`config.mk`:
```
export PLATFORM = sky130hd
export DESIGN_NAME = axilite_regif
export DESIGN_NICKNAME = d
export VERILOG_FILES = /design/src/rtl/axilite_regif.sv
export SDC_FILE = /design/constraint.sdc
export NUM_CORES = 1
export LEC_CHECK = 0
export CORE_MARGIN = 2
export CORE_UTILIZATION = 32
export CTS_BUF_LIST = sky130_fd_sc_hd__clkbuf_16
export DETAILED_ROUTE_END_ITERATION = 7
export GPL_ROUTABILITY_DRIVEN = 1
export MAX_ROUTING_LAYER = met4
export PLACE_DENSITY = 0.78
export SETUP_SLACK_MARGIN = 0.05
export SLEW_MARGIN = 30
export SYNTH_ARGS = -nofsm -noshare
export SYNTH_HDL_FRONTEND = slang
export SYNTH_SLANG_ARGS = --single-unit
```
`constraint.sdc`:
```
create_clock -name clk -period 1.5 [get_ports clk]
set_clock_uncertainty 0.2 [all_clocks]
set_input_delay 0.3 -clock clk [delete_from_list [all_inputs] [get_ports clk]]
set_output_delay 0.3 -clock clk [all_outputs]
set_load 0.02 [all_outputs]
```
`src/rtl/axilite_regif.sv`:
```
// AXI4-Lite slave that turns bus reads and writes into single-cycle strobes
// on the frame-sync controller's simple register port.
module axilite_regif #(
   parameter int C_DATA_WIDTH       = 32,
   parameter int C_REG_IDX_WIDTH    = 8,
   parameter int C_S_AXI_ADDR_WIDTH = 10
) (
   input  logic                          clk,
   input  logic                          resetn,
   input  logic [C_S_AXI_ADDR_WIDTH-1:0] s_axi_awaddr,
   input  logic                          s_axi_awvalid,
   output logic                          s_axi_awready,
   input  logic [C_DATA_WIDTH-1:0]       s_axi_wdata,
   input  logic [C_DATA_WIDTH/8-1:0]     s_axi_wstrb,
   input  logic                          s_axi_wvalid,
   output logic                          s_axi_wready,
   output logic [1:0]                    s_axi_bresp,
   output logic                          s_axi_bvalid,
   input  logic                          s_axi_bready,
   input  logic [C_S_AXI_ADDR_WIDTH-1:0] s_axi_araddr,
   input  logic                          s_axi_arvalid,
   output logic                          s_axi_arready,
   output logic [C_DATA_WIDTH-1:0]       s_axi_rdata,
   output logic [1:0]                    s_axi_rresp,
   output logic                          s_axi_rvalid,
   input  logic                          s_axi_rready,
   output logic                          rd_en,
   output logic [C_REG_IDX_WIDTH-1:0]    rd_addr,
   input  logic [C_DATA_WIDTH-1:0]       rd_data,
   output logic                          wr_en,
   output logic [C_REG_IDX_WIDTH-1:0]    wr_addr,
   output logic [C_DATA_WIDTH-1:0]       wr_data
);

   localparam int STRB_WIDTH = C_DATA_WIDTH / 8;

   typedef enum logic [1:0] {
      W_IDLE,
      W_EXEC,
      W_RESP
   } w_state_t;

   typedef enum logic [1:0] {
      R_IDLE,
      R_EXEC,
      R_RESP
   } r_state_t;

   w_state_t                  w_state;
   w_state_t                  w_next;
   r_state_t                  r_state;
   r_state_t                  r_next;

   logic                      aw_held;
   logic                      w_held;
   logic                      aw_held_next;
   logic                      w_held_next;
   logic                      aw_hs;
   logic                      w_hs;
   logic                      ar_hs;
   logic                      strb_full;

   logic                      awready_q;
   logic                      wready_q;
   logic                      arready_q;
   logic [1:0]                bresp_q;
   logic [C_REG_IDX_WIDTH-1:0] wr_addr_q;
   logic [C_REG_IDX_WIDTH-1:0] rd_addr_q;
   logic [C_DATA_WIDTH-1:0]   wdata_q;
   logic [STRB_WIDTH-1:0]     wstrb_q;

   // Byte-offset bits and bits above the index are don't-care (addresses alias).
   logic                      unused_addr_bits;
   assign unused_addr_bits = ^{s_axi_awaddr, s_axi_araddr};

   assign aw_hs     = awready_q & s_axi_awvalid;
   assign w_hs      = wready_q & s_axi_wvalid;
   assign ar_hs     = arready_q & s_axi_arvalid;
   assign strb_full = (wstrb_q == {STRB_WIDTH{1'b1}});

   always_comb begin
      w_next       = w_state;
      aw_held_next = aw_held | aw_hs;
      w_held_next  = w_held | w_hs;
      case (w_state)
         W_IDLE: begin
            if (aw_held_next && w_held_next) begin
               w_next = W_EXEC;
            end
         end
         W_EXEC: begin
            w_next = W_RESP;
         end
         W_RESP: begin
            if (s_axi_bready) begin
               w_next       = W_IDLE;
               aw_held_next = 1'b0;
               w_held_next  = 1'b0;
            end
         end
         default: begin
            w_next       = W_IDLE;
            aw_held_next = 1'b0;
            w_held_next  = 1'b0;
         end
      endcase
   end

   // Readies are registered from the next-state view so they never glitch.
   always_ff @(posedge clk or negedge resetn) begin
      if (!resetn) begin
         w_state   <= W_IDLE;
         aw_held   <= 1'b0;
         w_held    <= 1'b0;
         awready_q <= 1'b0;
         wready_q  <= 1'b0;
         bresp_q   <= 2'b00;
         wr_addr_q <= '0;
         wdata_q   <= '0;
         wstrb_q   <= '0;
      end else begin
         w_state   <= w_next;
         aw_held   <= aw_held_next;
         w_held    <= w_held_next;
         awready_q <= (w_next == W_IDLE) && !aw_held_next;
         wready_q  <= (w_next == W_IDLE) && !w_held_next;
         if (aw_hs) begin
            wr_addr_q <= s_axi_awaddr[C_REG_IDX_WIDTH+1:2];
         end
         if (w_hs) begin
            wdata_q <= s_axi_wdata;
            wstrb_q <= s_axi_wstrb;
         end
         if (w_state == W_EXEC) begin
            bresp_q <= strb_full ? 2'b00 : 2'b10;
         end
      end
   end

   always_comb begin
      r_next = r_state;
      case (r_state)
         R_IDLE: begin
            if (ar_hs) begin
               r_next = R_EXEC;
            end
         end
         R_EXEC: begin
            r_next = R_RESP;
         end
         R_RESP: begin
            if (s_axi_rready) begin
               r_next = R_IDLE;
            end
         end
         default: begin
            r_next = R_IDLE;
         end
      endcase
   end

   always_ff @(posedge clk or negedge resetn) begin
      if (!resetn) begin
         r_state   <= R_IDLE;
         arready_q <= 1'b0;
         rd_addr_q <= '0;
      end else begin
         r_state   <= r_next;
         arready_q <= (r_next == R_IDLE);
         if (ar_hs) begin
            rd_addr_q <= s_axi_araddr[C_REG_IDX_WIDTH+1:2];
         end
      end
   end

   assign s_axi_awready = awready_q;
   assign s_axi_wready  = wready_q;
   assign s_axi_bvalid  = (w_state == W_RESP);
   assign s_axi_bresp   = bresp_q;
   assign s_axi_arready = arready_q;
   assign s_axi_rvalid  = (r_state == R_RESP);
   assign s_axi_rresp   = 2'b00;
   // rd_data stays stable in R_RESP since no further rd_en is issued.
   assign s_axi_rdata   = rd_data;

   assign wr_en   = (w_state == W_EXEC) && strb_full;
   assign wr_addr = wr_addr_q;
   assign wr_data = wdata_q;
   assign rd_en   = (r_state == R_EXEC);
   assign rd_addr = rd_addr_q;

endmodule

```
==> flow_summary.json <==
{
  "grt_pass1_wl_um": 10200,
  "ctsLongestPathBuffers": 2,
  "synth_top_area_share_pct": 56.2,
  "yosysSeqAreaShare_pct": 56.2,
  "pwr_density_cell_nw_per_um2": 2270,
  "num_rows": 33,
  "crit_path_end_kind": "output pin",
  "synth_flop_cell": "dfrtp_1",
  "cts_tree": "yes",
  "drc": 0,
  "r2r-start": "s_axi_wready$_DFF_PN0_",
  "port_buffers": 114,
  "die_width_um": 96.9,
  "period_share_pct": 106,
  "ios": 186,
  "syn_area_um2": 2760,
  "firstDrtPassIters": 4,
  "htree_num_levels": 3,
  "cts_sinks": 62,
  "track_usage_pct": 14.0,
  "cts-root-buf": "clkbuf_16",
  "path_max_fanout": 2,
  "fin_util_pct": 50.2,
  "syn_inst": 180,
  "p_int_w": 0.00633,
  "die_y_um": 96.9,
  "fin_nets": 393,
  "status": "finished with violations",
  "setup_viol": 4,
  "dp_hpwl_um": 4140,
  "critPathLaunchType": "register",
  "hold_viol": 0,
  "crit_required_ps": 1000,
  "grt_pass1_vias": 1997,
  "rr_worst_depth": 4,
  "p_sw_share_pct": 33.1,
  "finalMaxSlewViolations": 0,
  "crit_path_start": "wstrb_q[3]$_DFFE_PN0P_",
  "violations": "setup timing",
  "start_util_pct": 33.3,
  "clk_latency_ps": 320,
  "fin_ws_ps": -89.2,
  "synth.top_cells.by_area": "dfrtp_1, mux2_4, mux2_2, buf_4, buf_12",
  "grt_max_degree": 63,
  "r2r_slack_ps": 20,
  "critical_path_class": "register to output pin",
  "synth_seq_cells": 62,
  "hp-start": "s_axi_wvalid",
  "antenna_cells": 0,
  "clkSlewWorstSetupHoldPaths_ps": 50,
  "rsz0062_at_grt": "true",
  "cts_buffers": 9,
  "placeableCoreArea_um2": 8300,
  "p_clk_share_pct": 24.6,
  "vias": 1796,
  "drt_wl_total_um": 6040,
  "grt_overflow": 0,
  "min_path_cells": 3,
  "nFillCells": 727,
  "yosys_warnings": 0,
  "power_switching_w": 0.00314,
  "layout_common_cells": "dfrtp_1, clkdlybuf4s50_1, buf_2, mux2_4, mux2_2",
  "async_flop_share_pct": 100,
  "wl_per_cell_um": 14.8,
  "total_power_w": 0.00947,
  "pwr-share-comb_pct": 43.7,
  "vias_per_cell": 4.40,
  "reg2reg_to": "wr_data[31]$_DFFE_PN0P_",
  "drv_cap": 0,
  "drt_iter0_markers": 31,
  "synth_edf_count": 0,
  "synth_cell_types": 24,
  "max_freq_ghz": 0.629,
  "power_leakage_nw": 1.95,
  "ir_drop_mv": 1.11,
  "layout_commonest_cell": "dfrtp_1",
  "synth_area_per_cell_um2": 15.3,
  "die_area_um2": 9390,
  "antenna_found_initial": 0,
  "drive_gt1_share_pct": 54.8,
  "ant_nets": 0,
  "worstPathArrival_ps": 1090,
  "finalCriticalPeriod_ps": 1590,
  "holdPathEnd": "w_held$_DFF_PN0_",
  "synth_area_leader_cell": "dfrtp_1",
  "seqPwrFrac_pct": 31.6,
  "place_congestion": 0.792,
  "area_growth_pct": 50.9,
  "hp-class": "input pin to register"
}
==> timing repair <==
action                     in CTS  in global routing
cloned                          2                  0
hold buffers                    1                  0
setup endpoints to repair      74                 46
gates resized for setup       248                 11
setup buffers                  11                  3
pin swaps                       3                  1
hold endpoints to repair       62                  0
==> area by class of cell <==
cell class | count | area [um2] | area share, %
timing repair buffer | 145 | 1220 | 29.2
clock inverter | 7 | 114 | 2.73
clock buffer | 9 | 225 | 5.41
sequential | 62 | 1550 | 37.3
tap | 105 | 131 | 3.15
multi-input combinational | 78 | 917 | 22.0
inverter | 2 | 7.51 | 0.180
==> routing by layer <==
metal	GRT usage (%)	vias up	part of all wire (%)
met1	16.8	865	44
li1	-	817	-
met5	-	-	0
met3	5.06	27	7.3
met2	21.0	87	46
met4	6.61	0	2.7
==> power groups by stage <==
stage	Combinational, W	Clock [W]	Sequential [W]
2_1_floorplan	0.00165	0	0.00385
3_3_place_gp	0.00439	0	0.00297
3_5_place_dp	0.00445	0	0.00302
4_1_cts	0.00417	0.00240	0.00300
5_1_grt	0.00440	0.00249	0.00312
6_report	0.00414	0.00233	0.00300
==> registers in the layout (all words and copies together) (netlist names) <==
signal and count:
w_held 1, r_state 2, aw_held 1, wr_addr 8, s_axi_awready 1, s_axi_wready 1, s_axi_arready 1, rd_addr 8
w_state 2, wr_data 32, s_axi_bresp 1, wstrb_q 4
==> logic make-up after synthesis <==
group                  after synthesis  share of synthesized area [%]
AOI/OAI and AO/OA                    9                           2.45
buffers and inverters               42                           12.9
DFF                                 62                           56.2
muxes                               53                           25.6
other                                1                          0.136
and+or+nand+nor                     13                           2.81
==> synth_stat cells, types with 2 or more instances <==
cell	instances
buf_4	35
buf_12	4
mux2_2	24
nor2_1	3
o21ai_0	2
dfrtp_1	62
mux2_4	29
nand2b_1	2
inv_1	2
a21oi_1	2
nor2b_1	2
==> through the flow <==
step	setup TNS, ps	instances	area [um2]	hold slack, ps	worst slack [ps]
finish	-182	408	4170	216	-89.2
global route	-409	408	4170	244	-146
CTS	-235	409	4170	207	-101
detailed placement	-14600	379	3870	136	-325
global placement	-13750	379	3870	131	-301
floorplan	0	182	2770	-196	21.4
==> worst max-delay path by stage <==
stage	endpoint	slack [ps]	depth (start not counted)
2_1_floorplan	wr_data[15]$_DFFE_PN0P_	20	4
4_1_cts	wr_en	-100	3
3_3_place_gp	wr_data[24]$_DFFE_PN0P_	-300	4
5_1_grt	wr_en	-150	3
6_report	wr_en	-90	3
3_5_place_dp	wr_data[31]$_DFFE_PN0P_	-320	4
==> worst max-delay path, stage by stage (launching register included) <==
cell and delay [ps]:
dfrtp_1 350, nand4_1 140, nor2_1 130, buf_4 150
No activity file was read; power rests on OpenSTA's default activity.
